$ cat config.mk
export PLATFORM = sky130hd
export DESIGN_NAME = gpu_bus_writer
export DESIGN_NICKNAME = d
export VERILOG_FILES = /design/src/rtl/gpu_pkg.sv /design/src/rtl/gpu_cmd_fifo.sv /design/src/rtl/gpu_bus_writer.sv
export SDC_FILE = /design/constraint.sdc
export NUM_CORES = 1
export LEC_CHECK = 0
export ABC_AREA = 1
export CORE_MARGIN = 2
export CORE_UTILIZATION = 50
export DETAILED_ROUTE_END_ITERATION = 10
export PLACE_DENSITY_LB_ADDON = 0.2
export SLEW_MARGIN = 20
export SYNTH_ARGS = -nofsm -noshare
export SYNTH_HDL_FRONTEND = slang
export SYNTH_SLANG_ARGS = --single-unit
$ cat constraint.sdc
create_clock -name CLK -period 2.45 [get_ports CLK]
set_input_delay 0.3675 -clock CLK [delete_from_list [all_inputs] [get_ports CLK]]
set_output_delay 0.3675 -clock CLK [all_outputs]
set_load 0.03 [all_outputs]
$ cat src/rtl/gpu_pkg.sv
// Shared types and constants for the GPU bus writer.
// Optional CR/LF expansion state is enabled by GPU_WRITER_CRLF_EN.
package gpu_pkg;

  localparam logic [1:0] ADDR_CHAR  = 2'b00;
  localparam logic [1:0] ADDR_CLEAR = 2'b01;

  localparam int FB_COLS = 80;
  localparam int FB_ROWS = 60;

  localparam logic [6:0] CHAR_LF = 7'h0A;
  localparam logic [6:0] CHAR_CR = 7'h0D;

  localparam int HOLD_W = 13;

  typedef enum logic [2:0] {
    S_IDLE,
    S_LOAD,
    S_STROBE,
`ifdef GPU_WRITER_CRLF_EN
    S_HOLD,
    S_EXPAND
`else
    S_HOLD
`endif
  } wr_state_t;

  typedef struct packed {
    logic       clr;
    logic [6:0] ch;
  } gpu_cmd_t;

endpackage

$ cat src/rtl/gpu_cmd_fifo.sv
// Single-clock show-ahead command FIFO with occupancy count.
// DEPTH must be a power of two so the pointers wrap naturally.
module gpu_cmd_fifo
  import gpu_pkg::*;
#(
  parameter int DEPTH = 16
) (
  input  logic                     CLK,
  input  logic                     RESET_N,
  input  logic                     push,
  input  logic                     pop,
  input  gpu_cmd_t                 wr_data,
  output gpu_cmd_t                 rd_data,
  output logic                     full,
  output logic [$clog2(DEPTH):0]   count
);

  localparam int AW = $clog2(DEPTH);
  localparam int CW = AW + 1;

  gpu_cmd_t         mem [DEPTH];
  logic [AW-1:0]    wr_ptr;
  logic [AW-1:0]    rd_ptr;
  logic             do_push;
  logic             do_pop;

  assign full    = (count == CW'(DEPTH));
  assign do_push = push && !full;
  assign do_pop  = pop && (count != '0);
  assign rd_data = mem[rd_ptr];

  always_ff @(posedge CLK) begin
    if (do_push) begin
      mem[wr_ptr] <= wr_data;
    end
  end

  always_ff @(posedge CLK or negedge RESET_N) begin
    if (!RESET_N) begin
      wr_ptr <= '0;
      rd_ptr <= '0;
      count  <= '0;
    end else begin
      if (do_push) begin
        wr_ptr <= wr_ptr + 1'b1;
      end
      if (do_pop) begin
        rd_ptr <= rd_ptr + 1'b1;
      end
      unique case ({do_push, do_pop})
        2'b10:   count <= count + 1'b1;
        2'b01:   count <= count - 1'b1;
        default: count <= count;
      endcase
    end
  end

endmodule

$ cat src/rtl/gpu_bus_writer.sv
// Drives the GPU CPU-style write bus from a command FIFO.
// Define GPU_WRITER_CRLF_EN to expand LF into a CR,LF pair.
module gpu_bus_writer
  import gpu_pkg::*;
#(
  parameter int CLK_DIV       = 4,
  parameter int FIFO_DEPTH    = 16,
  parameter int HOLDOFF_CLEAR = FB_COLS * FB_ROWS + 2
) (
  input  logic       CLK,
  input  logic       RESET_N,
  input  logic [6:0] IN_DATA,
  input  logic       IN_CMD,
  input  logic       IN_VALID,
  output logic       IN_READY,
  output logic       GPU_CLK_CPU,
  output logic       GPU_CE,
  output logic       GPU_RW,
  output logic [1:0] GPU_ADDR,
  output logic [6:0] GPU_DATA,
  output logic       BUSY
);

  localparam int CW = $clog2(FIFO_DEPTH) + 1;

  localparam logic [7:0] DIV_LAST = 8'(CLK_DIV - 1);

  localparam logic [HOLD_W-1:0] HOLD_CLR =
    HOLD_W'(HOLDOFF_CLEAR - 1);

  logic [7:0]        div_cnt;
  logic              gclk;
  logic              rise;

  wr_state_t         state;
  wr_state_t         state_d;
  logic [HOLD_W-1:0] hcnt;
  logic [HOLD_W-1:0] hcnt_d;
  gpu_cmd_t          ent;
  gpu_cmd_t          ent_d;
  logic              ce;
  logic              ce_d;
  logic              rw;
  logic              rw_d;
  logic [1:0]        addr;
  logic [1:0]        addr_d;
  logic [6:0]        data;
  logic [6:0]        data_d;
  logic              rdy_en;
`ifdef GPU_WRITER_CRLF_EN
  logic              lf_pend;
  logic              lf_pend_d;
`endif

  gpu_cmd_t          fifo_wr;
  gpu_cmd_t          fifo_rd;
  logic              fifo_full;
  logic [CW-1:0]     fifo_cnt;
  logic              push;
  logic              pop;

  assign IN_READY = rdy_en && !fifo_full;
  assign push     = IN_VALID && IN_READY;
  assign fifo_wr  = '{clr: IN_CMD,
                      ch:  IN_CMD ? 7'h00 : IN_DATA};

  gpu_cmd_fifo #(
    .DEPTH   (FIFO_DEPTH)
  ) u_fifo (
    .CLK     (CLK),
    .RESET_N (RESET_N),
    .push    (push),
    .pop     (pop),
    .wr_data (fifo_wr),
    .rd_data (fifo_rd),
    .full    (fifo_full),
    .count   (fifo_cnt)
  );

  // rise marks the CLK cycle whose edge takes GPU_CLK_CPU 0->1
  assign rise = (div_cnt == DIV_LAST) && !gclk;

  always_ff @(posedge CLK or negedge RESET_N) begin
    if (!RESET_N) begin
      div_cnt <= '0;
      gclk    <= 1'b0;
    end else if (div_cnt == DIV_LAST) begin
      div_cnt <= '0;
      gclk    <= ~gclk;
    end else begin
      div_cnt <= div_cnt + 1'b1;
    end
  end

  always_comb begin
    state_d   = state;
    hcnt_d    = hcnt;
    ent_d     = ent;
    ce_d      = ce;
    rw_d      = rw;
    addr_d    = addr;
    data_d    = data;
    pop       = 1'b0;
`ifdef GPU_WRITER_CRLF_EN
    lf_pend_d = lf_pend;
`endif
    case (state)
      S_IDLE: begin
        if (fifo_cnt != '0) begin
          pop     = 1'b1;
          ent_d   = fifo_rd;
          state_d = S_LOAD;
`ifdef GPU_WRITER_CRLF_EN
          if (!fifo_rd.clr && fifo_rd.ch == CHAR_LF) begin
            ent_d.ch  = CHAR_CR;
            lf_pend_d = 1'b1;
          end
`endif
        end
      end
      S_LOAD: begin
        if (rise) begin
          state_d = S_STROBE;
          ce_d    = 1'b0;
          rw_d    = 1'b0;
          addr_d  = ent.clr ? ADDR_CLEAR : ADDR_CHAR;
          data_d  = ent.clr ? 7'h00 : ent.ch;
        end
      end
      S_STROBE: begin
        if (rise) begin
          state_d = S_HOLD;
          ce_d    = 1'b1;
          rw_d    = 1'b1;
          hcnt_d  = ent.clr ? HOLD_CLR : '0;
        end
      end
      S_HOLD: begin
        if (rise) begin
          if (hcnt == '0) begin
`ifdef GPU_WRITER_CRLF_EN
            state_d = lf_pend ? S_EXPAND : S_IDLE;
`else
            state_d = S_IDLE;
`endif
          end else begin
            hcnt_d = hcnt - 1'b1;
          end
        end
      end
`ifdef GPU_WRITER_CRLF_EN
      S_EXPAND: begin
        ent_d.ch  = CHAR_LF;
        lf_pend_d = 1'b0;
        state_d   = S_LOAD;
      end
`endif
      default: begin
        state_d = S_IDLE;
      end
    endcase
  end

  // Reset lands in HOLD: the GPU may still be mid-clear
  always_ff @(posedge CLK or negedge RESET_N) begin
    if (!RESET_N) begin
      state   <= S_HOLD;
      hcnt    <= HOLD_CLR;
      ent     <= '0;
      ce      <= 1'b1;
      rw      <= 1'b1;
      addr    <= '0;
      data    <= '0;
      rdy_en  <= 1'b0;
`ifdef GPU_WRITER_CRLF_EN
      lf_pend <= 1'b0;
`endif
    end else begin
      state   <= state_d;
      hcnt    <= hcnt_d;
      ent     <= ent_d;
      ce      <= ce_d;
      rw      <= rw_d;
      addr    <= addr_d;
      data    <= data_d;
      rdy_en  <= 1'b1;
`ifdef GPU_WRITER_CRLF_EN
      lf_pend <= lf_pend_d;
`endif
    end
  end

  assign GPU_CLK_CPU = gclk;
  assign GPU_CE      = ce;
  assign GPU_RW      = rw;
  assign GPU_ADDR    = addr;
  assign GPU_DATA    = data;
  assign BUSY        = (fifo_cnt != '0) || (state != S_IDLE);

endmodule
# Word level (Yosys, flattened, before mapping)
# Memories as Yosys holds them, arrays and structs flattened. A register that Yosys moved wholly into a read port is not among the register bits.
# Index checks and enable logic that the tools add are counted.
# op_classes
div	0
bitwise_logic	1
n_mux	23
shifts	0
reduce_logical	21
multipliers	0
n_addsub	6
n_lt_le_gt_ge	0
n_eq_ne	13
# op_table
op	count
two-way mux 13 bit	4
one-hot mux 13 bit (2 select lines)	1
two-way mux 3 bit	5
two-way mux 7 bit	2
logical NOT 13 bit	1
subtractor 13 x 1 -> 13 bit, second input constant	1
inequality test 2 bit, second input constant	6
one-hot mux 3 bit (4 select lines)	1
one-hot mux 5 bit (2 select lines)	1
adder 4 x 1 -> 4 bit, second input constant	2
adder 8 x 1 -> 8 bit, second input constant	1
equality test 8 x 2 -> 1 bit, second input constant	1
two-way mux 8 bit	1
two-way mux 1 bit	7
equality test 3 x 2 -> 1 bit, second input constant	2
nonzero test 2 bit	3
adder 5 x 1 -> 5 bit, second input constant	1
equality test 5 bit, second input constant	1
logical AND 1 bit	5
AND reduction 5 bit	1
nonzero test 5 bit	1
subtractor 5 x 1 -> 5 bit, second input constant	1
AND reduction 2 bit	2
AND reduction 4 bit	1
10 further kinds	12
# word_totals
latchBits	0
n_memories	1
output_inout_bits	14
regBits	49
rom_bits	0
ram_bits	128
inputBits	11
# memory_table
memory	words	width	rd	rd_ports_with_merged_regs	write_ports	line	source
u_fifo.mem	16	8	1	1	1	gpu_cmd_fifo.sv:21	gpu_cmd_t mem [DEPTH];

# Longest topological paths before layout
# Gate-level depths: netlist of run 1.
# depth
ltp_word	7
mapped_depth	16
depth_no_buf	15

# By module
# A second synthesis of run 1 with hierarchy kept.
# hier_totals
cells_unflattened	921
hier_area_um2	8608.3
# modules_own_cells
module	seq_area_each_um2	area_each_um2	instances	cells_per_inst
gpu_cmd_fifo	4169.0	6216.0	1	620
gpu_bus_writer	1061.0	2392.3	1	301

# Least setup slack after synthesis of run 1
# OpenSTA, ideal clock, no wires.
# synth_path
path_type	register to register
startpoint	reg state[0]
endpoint	reg u_fifo.count[4]
path_stages_with_launch	17
setup_time_ns	0.126
arrival_ns	2.278
synth_period_minus_slack_ns	2.404
path_buffers	1
required_ns	2.324
slack_ns	0.046
path_cell_list	dfstp_2 inv_1 ha_1 nand2_2 inv_1 buf_2 ha_1 xor2_1 ha_1 inv_1 nand2_1 nand3_1 nand2_1 nand2_1 nand2_1 nand2_1 o21ai_0
# synth_between
elab_chain_len	5
# synth_rtl
item	line	source
start: declaration	gpu_bus_writer.sv:35	wr_state_t state;
start signal: assignment	gpu_bus_writer.sv:179	state <= state_d;
logical NOT 3 bit (*)	gpu_bus_writer.sv:107	case (state)
two-way mux 1 bit (*)	gpu_bus_writer.sv:107	
via pop	gpu_bus_writer.sv:60	logic pop;
logical AND 1 bit (*)	gpu_cmd_fifo.sv:29	assign do_pop = pop && (count != '0);
equality test 2 x 1 -> 1 bit or equality test 2 bit (tied branches)	gpu_cmd_fifo.sv:50	unique case ({do_push, do_pop})
one-hot mux 5 bit (2 select lines) or nonzero test 2 bit (tied branches)	--	
end signal: assignment	gpu_cmd_fifo.sv:51	2'b10: count <= count + 1'b1;
end signal: assignment	gpu_cmd_fifo.sv:52	2'b01: count <= count - 1'b1;
end signal: assignment	gpu_cmd_fifo.sv:53	default: count <= count;
end: declaration	gpu_cmd_fifo.sv:15	output logic [$clog2(DEPTH):0] count
# The timed path passes the listed nets; every way through them passes the cells marked *.
# A chain may end at the register's enable or synchronous reset.

# Worst setup path after layout of run 1
# layout_path
startpoint	reg state[0]
endpoint	reg u_fifo.count[4]
# layout_between
elab_chain_len	5
# layout_rtl
item	line
logical NOT 3 bit (*)	gpu_bus_writer.sv:107
two-way mux 1 bit (*)	gpu_bus_writer.sv:107
logical AND 1 bit (*)	gpu_cmd_fifo.sv:29
equality test 2 x 1 -> 1 bit or equality test 2 bit (tied branches)	gpu_cmd_fifo.sv:50
one-hot mux 5 bit (2 select lines) or nonzero test 2 bit (tied branches)	--
# Every way passes the cells marked *; elsewhere a longest branch is shown, timed or not.

==> metrics.sh, run 1 <==
CATEGORY_OF_THE_WORST_SETUP_PATH_CAPTURE_POINT='flip-flop'
GPL.FINAL_WEIGHTED_CONGESTION=0.827
COMPOUND_CELL_AREA_SHARE_OF_THE_YOSYS_NETLIST_PCT=2.16
GRT_ANTENNA_BEFORE_REPAIR=0
RSZ0062_AT_GRT='false'
WORST_EP_REQUIRED_TIME_NS=2.78
PATH_CLASS='reg2reg'
MULTI_INPUT_AREA_UM2=2620
CLK_PIN_SLEW_WORST_PATHS_NS=0.07
MUXSHAREOFSYNTHAREA_PCT=0
SETUP_TNS_NS=0
ANT_CELLS=0
NUMBER_OF_SETUP_VIOLATIONS_IN_THE_FINAL_REPORT=0
CP_MAX_FO=4
SYNTH_AREA_UM2=8330
CLOCK_LATENCY_NS=0.44
CTS-HTREE-LEVELS=4
COMMONEST_CELLS_POST_SYNTH='sky130_fd_sc_hd__nand2_1 (334), sky130_fd_sc_hd__edfxtp_1 (128), sky130_fd_sc_hd__nand3_1 (85)'
WIRE_PER_INST_UM=15.0
CORE_UM2=16400
SYNTH_AREA_LEADER_CELL='sky130_fd_sc_hd__edfxtp_1'
FINALHOLDVIOLATIONS=0
ROUTE.DETAILED.VIAS_PER_INST=4.99
SYN_NETS=903
MAXIMUM_NUMBER_OF_PINS_ON_ONE_NET_BEFORE_GLOBAL_ROUTE_REPAIR=67
CTS.SINK_COUNT=183
FINAL.SETUP.WORST_SLACK_NS=0.199
DETAILEDROUTE.FIRSTITERATIONVIOLATIONS=490
NETLIST-CELL-TYPE-COUNT=34
POWER-PER-CELL-AREA_nW_PER_UM2=1140
CLOCK-SKEW-FINAL_NS=0.0113
TIGHTEST_SLEW_NS=0.721
CTS_MADE_BUFFERS=17
FINALWORSTPATHREQUIREDPERIOD_NS=2.25
SYN-INSTANCE-COUNT=877
CLK_PATH_BUF_DEPTH=2
VIAS=5773
ASYNC_RESET_FF_SHARE_PCT=30.1
VIA_COUNT_OF_THE_FIRST_GLOBAL_ROUTING_PASS=5437
RR_WORST_DEPTH=14
DETAIL_ROUTE.DRC_VIOLATIONS=0
PORT-BUFFER-COUNT=23
SYNTH_AREA_IN_XOR_XNOR_PCT=1.89
WORST_SETUP_PATH_STARTPOINT='state[0]'
GRT.TOTAL_USAGE_PCT=21.0
IR_DROP_mV=0.649
TIMING_MAX_TRANSITION_VIOLATIONS_FINAL=0
DRIVE_ABOVE_1_SHARE_PCT=10.5
CTS_SETUP_BUFFERS=0
LEAKAGE_uW=0.00429
CELL_WITH_THE_MOST_INSTANCES_AFTER_SYNTHESIS='sky130_fd_sc_hd__nand2_1'
DP_SLACK_NS=0.199
DIE_H_UM=133
MAX_CAPACITANCE_VIOLATION_COUNT=0
CTS_ROOT_BUF='sky130_fd_sc_hd__clkbuf_16'
AREA.SEQUENTIAL_UM2=5230
ROWS=47
POSTSYNTHREGISTERBITS=183
SYNTH_SIMPLE_GATE_AREA_SHARE_PCT=25.0
DETAILED_PLACE_HPWL_MM=11.4
SYNTH_FF_TYPE='sky130_fd_sc_hd__edfxtp_1'
DIE_W_UM=133
NUMPLACEDINSTANCES=1125
SYNTH.YOSYS.WARNINGS=0
GRT_FIRST_PASS_WIRELENGTH_MM=28.2
SYNTH_EDF_COUNT=128
FLOORPLAN.INITIALDENSITY_PCT=50.8
SYNTH_FA_HA_AREA_SHARE_PCT=2.25
TRITONCTS_CLOCK_TREE='done'
YS_TOP_CELLS_BY_AREA='sky130_fd_sc_hd__edfxtp_1 (46%), sky130_fd_sc_hd__nand2_1 (15%), sky130_fd_sc_hd__dfrtp_1 (14%), sky130_fd_sc_hd__nand3_1 (5.1%), sky130_fd_sc_hd__inv_1 (3.7%)'
IOPINCOUNT=25
DETAIL-ROUTE-ANTENNA-NETS=0
DIE-AREA_UM2=17700
LAYOUT.CELLS.NON_FILLER=1157
WORSTHOLDPATHTYPE='in2async'
FINAL_NET_COUNT=950
AREA.GROWTH.SYNTH_TO_FINAL_PCT=14.6
CRITICAL_PATH.REG2REG.STARTPOINT='state[0]'
GLOBAL_ROUTE.OVERFLOW_TOTAL=0
CRITICAL_PATH.STARTPOINT_TYPE='flip-flop'
DETAIL_ROUTE.WIRELENGTH_MM=17.4
FILLERS=1391
OUTCOME='completed'
SYNTH_TOP_FAMILY_BY_AREA='simple AND/OR/NAND/NOR gates'
FIRSTDRTPASSITERS=5
WORST_EP_ARRIVAL_TIME_NS=2.58
FINALCRITPERIODSHARE_PCT=91.9
POSTSYNTHAREAPERCELL_UM2=9.50
SYNTH_LARGEST_TYPE_AREA_FRACTION_PCT=46.1
YS_SEQ_AREA_SHARE_PCT=62.8
SLEW_HEADROOM_PCT=52.0
CLOCK.FMAX_MHz=444
-- path summary, 6_finish.rpt --
kind | end | slack, ns
setup reg to reg | u_fifo.count[4] | 0.20
max in group asynchronous | u_fifo.rd_ptr[0] | 1.91
hold / removal | GPU_DATA[0] | 0.05
setup / recovery | u_fifo.count[4] | 0.20
hold reg to reg | div_cnt[0] | 0.46
min in group CLK | div_cnt[0] | 0.46
-- logic make-up (layout without fill, tap and decap cells) --
group           count (synthesis)  in the layout
simple gates                  508            508
xor+xnor                       18             18
buf+inv                       119            179
other cells                     2              2
fa+ha+maj                      15             15
flops                         183            183
compound gates                 32             32
-- cell type report --
| type | count | area share (%) |
|---|---|---|
| clock buffer | 17 | 4.46 |
| clock inverter | 15 | 1.68 |
| inverter | 87 | 3.42 |
| multi-input combinational | 575 | 27.4 |
| sequential | 183 | 54.8 |
| tap | 220 | 2.88 |
| timing repair buffer | 60 | 5.39 |
-- registers in the layout, summed over array words and instances (netlist names) --
signal and cells:
ent 8, hcnt 13, GPU_DATA 7, u_fifo.count 5, div_cnt 8, rdy_en 1, GPU_RW 1, u_fifo.rd_ptr 4
GPU_CLK_CPU 1, state 2, u_fifo.mem 128, GPU_ADDR 1, u_fifo.wr_ptr 4
-- per-stage QoR --
stage	utilization [%]	hold slack, ns	instance area [um2]	total power (uW)
2_1_floorplan	-	0.0719	8330	7030
3_3_place_gp	54.6	0.443	8960	8190
3_5_place_dp	54.6	0.453	8960	8230
4_1_cts	58.2	0.0748	9550	10900
5_1_grt	58.2	0.112	9550	11600
6_report	58.2	0.0452	9550	10900
-- layer usage --
layer | global-route usage [%] | up-vias | share of wire, %
li1 | - | 2908 | -
met2 | 32.0 | 143 | 46
met3 | 5.06 | 24 | 5.8
met1 | 29.8 | 2698 | 47
met5 | 0 | - | 0
met4 | 6.87 | 0 | 1.8
-- cells in the final DEF, fill, tap and decap left out, types with 2 or more instances in the layout --
master / Yosys / routed
sky130_fd_sc_hd__xor2_1: 16 / 16
sky130_fd_sc_hd__or2_2: 2 / 2
sky130_fd_sc_hd__nand4_1: 3 / 3
sky130_fd_sc_hd__o21bai_1: 2 / 2
sky130_fd_sc_hd__nor2_1: 67 / 66
sky130_fd_sc_hd__conb_1: 2 / 2
sky130_fd_sc_hd__inv_8: 0 / 2
sky130_fd_sc_hd__dfrtp_1: 47 / 46
sky130_fd_sc_hd__nand2_1: 334 / 334
sky130_fd_sc_hd__inv_2: 2 / 3
sky130_fd_sc_hd__ha_1: 15 / 15
sky130_fd_sc_hd__buf_4: 3 / 36
sky130_fd_sc_hd__nand3_1: 85 / 85
sky130_fd_sc_hd__clkbuf_16: 0 / 17
sky130_fd_sc_hd__o21ai_0: 23 / 23
sky130_fd_sc_hd__nand2_2: 4 / 4
sky130_fd_sc_hd__dfstp_2: 8 / 8
sky130_fd_sc_hd__inv_1: 83 / 82
sky130_fd_sc_hd__nor2_2: 3 / 4
sky130_fd_sc_hd__clkdlybuf4s50_1: 0 / 21
sky130_fd_sc_hd__a21oi_1: 2 / 2
sky130_fd_sc_hd__nor3_1: 4 / 4
sky130_fd_sc_hd__clkinv_1: 2 / 2
sky130_fd_sc_hd__xnor2_1: 2 / 2
sky130_fd_sc_hd__edfxtp_1: 128 / 128
sky130_fd_sc_hd__clkinv_4: 0 / 3
sky130_fd_sc_hd__nor2_4: 2 / 2
sky130_fd_sc_hd__inv_6: 0 / 6
sky130_fd_sc_hd__o21ai_2: 3 / 3
-- timing repair --
item,CTS,global route
endpoints found under the hold margin,0,0
gates resized for setup,1,1
endpoints found under the setup margin,1,1
hold buffers,0,0
-- report_power, final --
| group | switching (uW) | internal [uW] | total, uW | leakage, uW |
|---|---|---|---|---|
| combinational | 2640 | 1380 | 4020 | 0.00215 |
| sequential | 339 | 3810 | 4150 | 0.00185 |
| clock | 1270 | 1440 | 2710 | 0.000286 |
| total | 4250 | 6640 | 10900 | 0.00429 |
-- critical path, cell delays in order (launching register included) --
cell                      delay [ns]
sky130_fd_sc_hd__dfstp_2        0.56
sky130_fd_sc_hd__inv_1          0.07
sky130_fd_sc_hd__ha_1           0.24
sky130_fd_sc_hd__nand2_2        0.08
sky130_fd_sc_hd__inv_1          0.05
sky130_fd_sc_hd__ha_1           0.27
sky130_fd_sc_hd__xor2_1         0.22
sky130_fd_sc_hd__ha_1           0.17
sky130_fd_sc_hd__inv_1          0.04
sky130_fd_sc_hd__nand2_1        0.09
sky130_fd_sc_hd__nand3_1        0.10
sky130_fd_sc_hd__nand3_1        0.09
sky130_fd_sc_hd__nand2_1        0.05
sky130_fd_sc_hd__nand2_1        0.05
sky130_fd_sc_hd__o21ai_0        0.07
No activity file was read; power rests on OpenSTA's default activity.
==> run 2: changes to the inputs <==
CTS_BUF_LIST = sky130_fd_sc_hd__clkbuf_2   (was not set)
SLEW_MARGIN = not set   (was 20)
==> run 2 against run 1 <==
  * Hold slack better by 0.13 ns
  * First-iteration DRC count down 6.5%
  * Routed wire length down 1.7%
  * Global-route usage down 0.42 points
==> metrics.sh, run 2 (synthesis results as in run 1) <==
OUTCOME='completed'
DIE_W_UM=133  # unchanged
FINALHOLDVIOLATIONS=0  # unchanged
TIMING_MAX_TRANSITION_VIOLATIONS_FINAL=0  # unchanged
CTS.SINK_COUNT=183  # unchanged
CLOCK-SKEW-FINAL_NS=0.0520  # +0.0408 ns
LAYOUT.CELLS.NON_FILLER=1161  # +0.35%
WORST_PATH_LARGEST_CELL_DELAY_NS=0.48  # -0.08 ns
DETAIL_ROUTE.WIRELENGTH_MM=17.1  # -1.7%
DETAILED_PLACE_HPWL_MM=11.4  # unchanged
CTS-HTREE-LEVELS=4  # unchanged
CLK_PIN_SLEW_WORST_PATHS_NS=0.29  # +0.22 ns
DETAIL-ROUTE-ANTENNA-NETS=0  # unchanged
VIAS=5778  # +0.087%
GRT.TOTAL_USAGE_PCT=20.6  # -0.42 points
CLOCK_LATENCY_NS=0.78  # +0.34 ns
COMBINATIONALPOWERSHARE_PCT=41.5  # +4.6 points
NUMBER_OF_SETUP_VIOLATIONS_IN_THE_FINAL_REPORT=0  # unchanged
SW_FRAC_OF_TOTAL_PCT=42.2  # +3.1 points
P_SW_uW=4090  # -3.7%
PORT-BUFFER-COUNT=23  # unchanged
DRIVE_ABOVE_1_SHARE_PCT=11.1  # +0.60 points
CLK_PATH_BUF_DEPTH=2  # unchanged
ROWS=47  # unchanged
DETAIL_ROUTE.DRC_VIOLATIONS=0  # unchanged
RR_WORST_DEPTH=14  # unchanged
FINAL_NET_COUNT=953  # +0.32%
CP_NUM_BUF_INV=1  # -2
WIRE_PER_INST_UM=14.7  # -2.0%
WORST_EP_ARRIVAL_TIME_NS=1.93  # -0.65 ns
CRIT_FAMILY='simple AND/OR/NAND/NOR gates'
LARGEST_REG_FLOPS=128  # unchanged
GRT_ANTENNA_BEFORE_REPAIR=1  # +1
CATEGORY_OF_THE_WORST_SETUP_PATH_CAPTURE_POINT='output port'
GPL.FINAL_WEIGHTED_CONGESTION=0.827  # unchanged
MAXIMUM_NUMBER_OF_PINS_ON_ONE_NET_BEFORE_GLOBAL_ROUTE_REPAIR=67  # unchanged
NUMPLACEDINSTANCES=1125  # unchanged
POWER-PER-CELL-AREA_nW_PER_UM2=1050  # -7.8%
PATH_CLASS='reg2out'
SEQ_POWER_SHARE_PCT=42.6  # +4.5 points
RSZ0062_AT_GRT='false'
TRITONCTS_CLOCK_TREE='done'
SETUP_TNS_NS=0  # unchanged
REGMOSTFLOPS='u_fifo.mem'
CP_MAX_FO=4  # unchanged
GRT_FIRST_PASS_WIRELENGTH_MM=27.9  # -1.2%
VIA_COUNT_OF_THE_FIRST_GLOBAL_ROUTING_PASS=5467  # +0.55%
MAX_CAPACITANCE_VIOLATION_COUNT=0  # unchanged
FINAL_COMMON_CELL='sky130_fd_sc_hd__nand2_1'
POWER_REPORT.INTERNAL_TOTAL_uW=5620  # -15%
IOPINCOUNT=25  # unchanged
BIGGESTREGSBYFLOPS='u_fifo.mem: 128 flops, hcnt: 13 flops'
CTS_MADE_BUFFERS=17  # unchanged
FIRSTDRTPASSITERS=5  # unchanged
LEAKAGE_uW=0.00417  # -2.8%
CRITICAL_PATH_CELL_COUNT=4  # -10
WORSTHOLDPATHTYPE='in2async'
CRIT_SLOWEST_CELL='sky130_fd_sc_hd__dfrtp_1'
SLEW_HEADROOM_PCT=52.6  # +0.59 points
GLOBAL_ROUTE.OVERFLOW_TOTAL=0  # unchanged
DETAILEDROUTE.FIRSTITERATIONVIOLATIONS=458  # -6.5%
FINALWORSTPATHREQUIREDPERIOD_NS=2.30  # +0.0459 ns
ROUTE.DETAILED.VIAS_PER_INST=4.98  # -0.26%
FLOORPLAN.INITIALDENSITY_PCT=50.8  # unchanged
DIE-AREA_UM2=17700  # unchanged
CRITICAL_PATH.STARTPOINT_TYPE='flip-flop'
TIGHTEST_SLEW_NS=0.712  # -0.00878 ns
FINAL_CELL_MIX='sky130_fd_sc_hd__nand2_1 (334), sky130_fd_sc_hd__edfxtp_1 (128), sky130_fd_sc_hd__nand3_1 (85)'
IR_DROP_mV=0.618  # -4.8%
CLOCK.FMAX_MHz=435  # -2.0%
DIE_H_UM=133  # unchanged
WORST_EP_REQUIRED_TIME_NS=2.08  # -0.70 ns
CLOCK_POWER_SHARE_PCT=15.9  # -9.0 points
WORSTPATHCELLLIST='nor2_2, nand4_1, nand2b_1, buf_6'
FINALCRITPERIODSHARE_PCT=93.7  # +1.9 points
CORE_UM2=16400  # unchanged
AREA.GROWTH.SYNTH_TO_FINAL_PCT=10.9
CTS_ROOT_BUF='sky130_fd_sc_hd__clkbuf_2'
-- run 2: timing repair --
action / in CTS / in global routing
resized for setup: 9 / 6
endpoints found under the hold margin: 47 / 0
hold buffers: 1 / 0
endpoints found under the setup margin: 4 / 4
setup buffers: 0 / 2
-- run 2: path summary, 6_finish.rpt --
path | start | slack, ns | endpoint
max | u_fifo.count[0] | 0.15 | BUSY
min | RESET_N | 0.18 | GPU_DATA[0]
max reg2reg | state[1] | 0.29 | u_fifo.count[4]
min reg2reg | div_cnt[0] | 0.48 | div_cnt[0]
max in group asynchronous | RESET_N | 1.75 | u_fifo.wr_ptr[1]
min in group CLK | IN_VALID | 0.29 | u_fifo.wr_ptr[0]
-- run 2: per-layer routing --
| metal | up-vias | part of all wire, % | global-route usage, % | routed length, um |
|---|---|---|---|---|
| met1 | 2688 | 47 | 29.1 | 7990 |
| met5 | - | 0 | 0 | 0 |
| met3 | 25 | 5.7 | 4.25 | 974 |
| li1 | 2911 | - | - | - |
| met2 | 154 | 46 | 32.0 | 7800 |
| met4 | 0 | 1.9 | 6.69 | 320 |
-- run 2: final cells by class --
class                      count  area, um2
fill                        1436       7170
sequential                   183       5230
inverter                      87        327
clock buffer                  17       85.1
timing repair buffer          63        534
antenna                        1       2.50
multi-input combinational    575       2620
clock inverter                15        160
tap                          220        275
-- run 2: per-stage QoR --
| stage | total power (uW) | utilization (%) | setup WS, ns | hold WS (ns) | cell area [um2] |
|---|---|---|---|---|---|
| 2_1_floorplan | 7030 | - | 0.0462 | 0.0719 | 8330 |
| 6_report | 9710 | 56.3 | 0.153 | 0.179 | 9240 |
| 3_3_place_gp | 8190 | 54.6 | 0.241 | 0.443 | 8960 |
| 3_5_place_dp | 8230 | 54.6 | 0.199 | 0.453 | 8960 |
| 5_1_grt | 10500 | 56.3 | 0.0231 | 0.230 | 9240 |
| 4_1_cts | 9760 | 56.1 | 0.00780 | 0.186 | 9210 |
-- run 2: power groups by stage --
stage / Combinational [uW] / Clock [uW] / Sequential (uW)
4_1_cts: 4030 / 1580 / 4150
5_1_grt: 4570 / 1700 / 4200
3_3_place_gp: 3990 / 0 / 4200
3_5_place_dp: 4020 / 0 / 4210
2_1_floorplan: 2800 / 0 / 4230
6_report: 4030 / 1540 / 4140
-- run 2: tightest hold or removal path: cells and delay by family --
family	cells	cell delay, ns
buf+inv	3	1.16
==> run 3: changes to the inputs <==
RECOVER_POWER = 100   (was not set)
==> run 3 against run 2 <==
  * Via count rose by 0.28%
  * Hold slack gained 0.18 ns
  * Final cell count is the same
  * Count of clock-buffer cells in the layout unchanged
  * Sequential share of layout area up 0.87 points
  * Clock skew shrank 0.0045 ns
  * First-iteration DRC count rose by 6.8%
  * Critical endpoint is now GPU_DATA[4]
  * Largest power group unchanged
  * Highest routed layer unchanged
==> metrics.sh, run 3 (synthesis results as in run 1) <==
OUTCOME='completed'
VIAS=5794  # +0.28%
ROWS=47  # unchanged
IOPINCOUNT=25  # unchanged
TRITONCTS_CLOCK_TREE='done'
GPL.FINAL_WEIGHTED_CONGESTION=0.827  # unchanged
NUMPLACEDINSTANCES=1125  # unchanged
GRT.TOTAL_USAGE_PCT=20.6  # unchanged
MAX_CAPACITANCE_VIOLATION_COUNT=0  # unchanged
CLK_PATH_BUF_DEPTH=2  # unchanged
FIRSTDRTPASSITERS=5  # unchanged
FINALCRITPERIODSHARE_PCT=93.3  # -0.48 points
CTS.SINK_COUNT=183  # unchanged
GRT_FIRST_PASS_WIRELENGTH_MM=27.9  # unchanged
CLK_PIN_SLEW_WORST_PATHS_NS=0.29  # about the same
RR_WORST_DEPTH=15  # +1
PATH_CLASS='reg2out'
CRITICAL_PATH_CELL_COUNT=1  # -3
ROUTE.DETAILED.VIAS_PER_INST=4.99  # +0.28%
MAXIMUM_NUMBER_OF_PINS_ON_ONE_NET_BEFORE_GLOBAL_ROUTE_REPAIR=67  # unchanged
LEAKAGE_uW=0.00407  # -2.4%
CTS-HTREE-LEVELS=4  # unchanged
CLOCK-SKEW-FINAL_NS=0.0475  # -0.00451 ns
CORE_UM2=16400  # unchanged
DIE_H_UM=133  # unchanged
BIGGESTREGSBYFLOPS='u_fifo.mem: 128 flops, hcnt: 13 flops'
VIA_COUNT_OF_THE_FIRST_GLOBAL_ROUTING_PASS=5467  # unchanged
SLEW_HEADROOM_PCT=9.15  # -43 points
FINAL_COMMON_CELL='sky130_fd_sc_hd__nand2_1'
REGMOSTFLOPS='u_fifo.mem'
DETAIL_ROUTE.WIRELENGTH_MM=17.2  # +0.65%
CRITICAL_PATH.REG2REG.STARTPOINT='state[1]'
FINAL.SETUP.WORST_SLACK_NS=0.165  # +0.0116 ns
DETAIL_ROUTE.DRC_VIOLATIONS=0  # unchanged
FINALWORSTPATHREQUIREDPERIOD_NS=2.28  # -0.0116 ns
IR_DROP_mV=0.620  # +0.32%
CP_MAX_FO=2  # -2
DETAILEDROUTE.FIRSTITERATIONVIOLATIONS=489  # +6.8%
WORST_EP_REQUIRED_TIME_NS=2.08  # about the same
FINAL_CELL_MIX='sky130_fd_sc_hd__nand2_1 (337), sky130_fd_sc_hd__edfxtp_1 (128), sky130_fd_sc_hd__nand3_1 (85)'
CRIT_SLOWEST_CELL='sky130_fd_sc_hd__dlygate4sd3_1'
WORST_EP_ARRIVAL_TIME_NS=1.92  # about the same
FLOORPLAN.INITIALDENSITY_PCT=50.8  # unchanged
DRIVE_ABOVE_1_SHARE_PCT=7.13  # -3.9 points
DIE_W_UM=133  # unchanged
PORT-BUFFER-COUNT=23  # unchanged
WORST_SETUP_PATH_STARTPOINT='GPU_DATA[4]'
CRIT_FAMILY='buffers and inverters'
WORSTPATHCELLLIST='dlygate4sd3_1'
CP-ENDPOINT='GPU_DATA[4]'
POWER-PER-CELL-AREA_nW_PER_UM2=1060  # +0.61%
DETAILED_PLACE_HPWL_MM=11.4  # unchanged
WORSTHOLDPATHTYPE='in2reg'
GLOBAL_ROUTE.OVERFLOW_TOTAL=0  # unchanged
CTS_ROOT_BUF='sky130_fd_sc_hd__clkbuf_2'
DETAIL-ROUTE-ANTENNA-NETS=0  # unchanged
WIRE_PER_INST_UM=14.8  # +0.65%
CTS_MADE_BUFFERS=17  # unchanged
LARGEST_REG_FLOPS=128  # unchanged
FINAL_NET_COUNT=953  # unchanged
RSZ0062_AT_GRT='false'
CRITICAL_PATH.STARTPOINT_TYPE='flip-flop'
LAYOUT.CELLS.NON_FILLER=1161  # unchanged
CP_NUM_BUF_INV=1  # unchanged
FINALHOLDVIOLATIONS=0  # unchanged
CLOCK.FMAX_MHz=438  # +0.51%
TIGHTEST_SLEW_NS=1.36  # +0.651 ns
CLOCK_LATENCY_NS=0.76  # -0.02 ns
DP_SLACK_NS=0.199  # unchanged
NUMBER_OF_SETUP_VIOLATIONS_IN_THE_FINAL_REPORT=0  # unchanged
WORST_PATH_LARGEST_CELL_DELAY_NS=0.73  # +0.25 ns
SETUP.REG_TO_REG.WORST_SLACK_NS=0.26  # -0.03 ns
RR_ENDPOINT='u_fifo.count[4]'
SETUP_TNS_NS=0  # unchanged
GRT_ANTENNA_BEFORE_REPAIR=1  # unchanged
DIE-AREA_UM2=17700  # unchanged
AREA.GROWTH.SYNTH_TO_FINAL_PCT=9.19
CATEGORY_OF_THE_WORST_SETUP_PATH_CAPTURE_POINT='output port'
TIMING_MAX_TRANSITION_VIOLATIONS_FINAL=0  # unchanged
run 3: final cells by class:
type,count,area [um2]
Sequential cell,183,5230
Timing Repair Buffer,63,434
Tap cell,220,275
Multi-Input combinational cell,575,2580
Clock inverter,15,160
Antenna cell,1,2.50
Fill cell,1469,7310
Clock buffer,17,85.1
Inverter,87,327
run 3: repair_timing:
item / in CTS / in global routing
setup buffers: 0 / 2
endpoints found under the setup margin: 4 / 4
hold buffers: 1 / 0
hold endpoints to repair: 47 / 0
resized for setup: 9 / 6
gates cloned: 0 / 0
run 3: worst min path at each step:
stage	startpoint	to	slack, ns	cells after the start
finish	IN_DATA[1]	u_fifo.mem[4][1]	0.36	3
global placement	div_cnt[0]	div_cnt[0]	0.44	1
floorplan	RESET_N	GPU_ADDR[0]	0.07	0
CTS	RESET_N	ent[5]	0.19	3
global route	IN_DATA[1]	u_fifo.mem[14][1]	0.32	3
detailed placement	hcnt[12]	hcnt[12]	0.45	2
run 3: report_power, final:
part           switching, uW  total, uW  internal [uW]
Combinational           2620       3950           1330
Sequential               331       4140           3810
Clock                   1120       1530            416
Total                   4070       9620           5550
run 3: per-layer routing:
layer	up-vias	global-route usage, %	part of all wire (%)
li1	2910	-	-
met4	0	6.69	1.7
met2	142	32.0	47
met1	2722	29.1	47
met5	-	0	0
met3	20	4.25	5.2
run 3: per-stage QoR:
| stage | hold slack (ns) | total power, uW | util (%) | cell area [um2] |
|---|---|---|---|---|
| 2_1_floorplan | 0.0719 | 7030 | - | 8330 |
| 3_3_place_gp | 0.443 | 8190 | 54.6 | 8960 |
| 3_5_place_dp | 0.453 | 8230 | 54.6 | 8960 |
| 4_1_cts | 0.186 | 9760 | 56.1 | 9210 |
| 5_1_grt | 0.316 | 10400 | 55.4 | 9090 |
| 6_report | 0.356 | 9620 | 55.4 | 9090 |
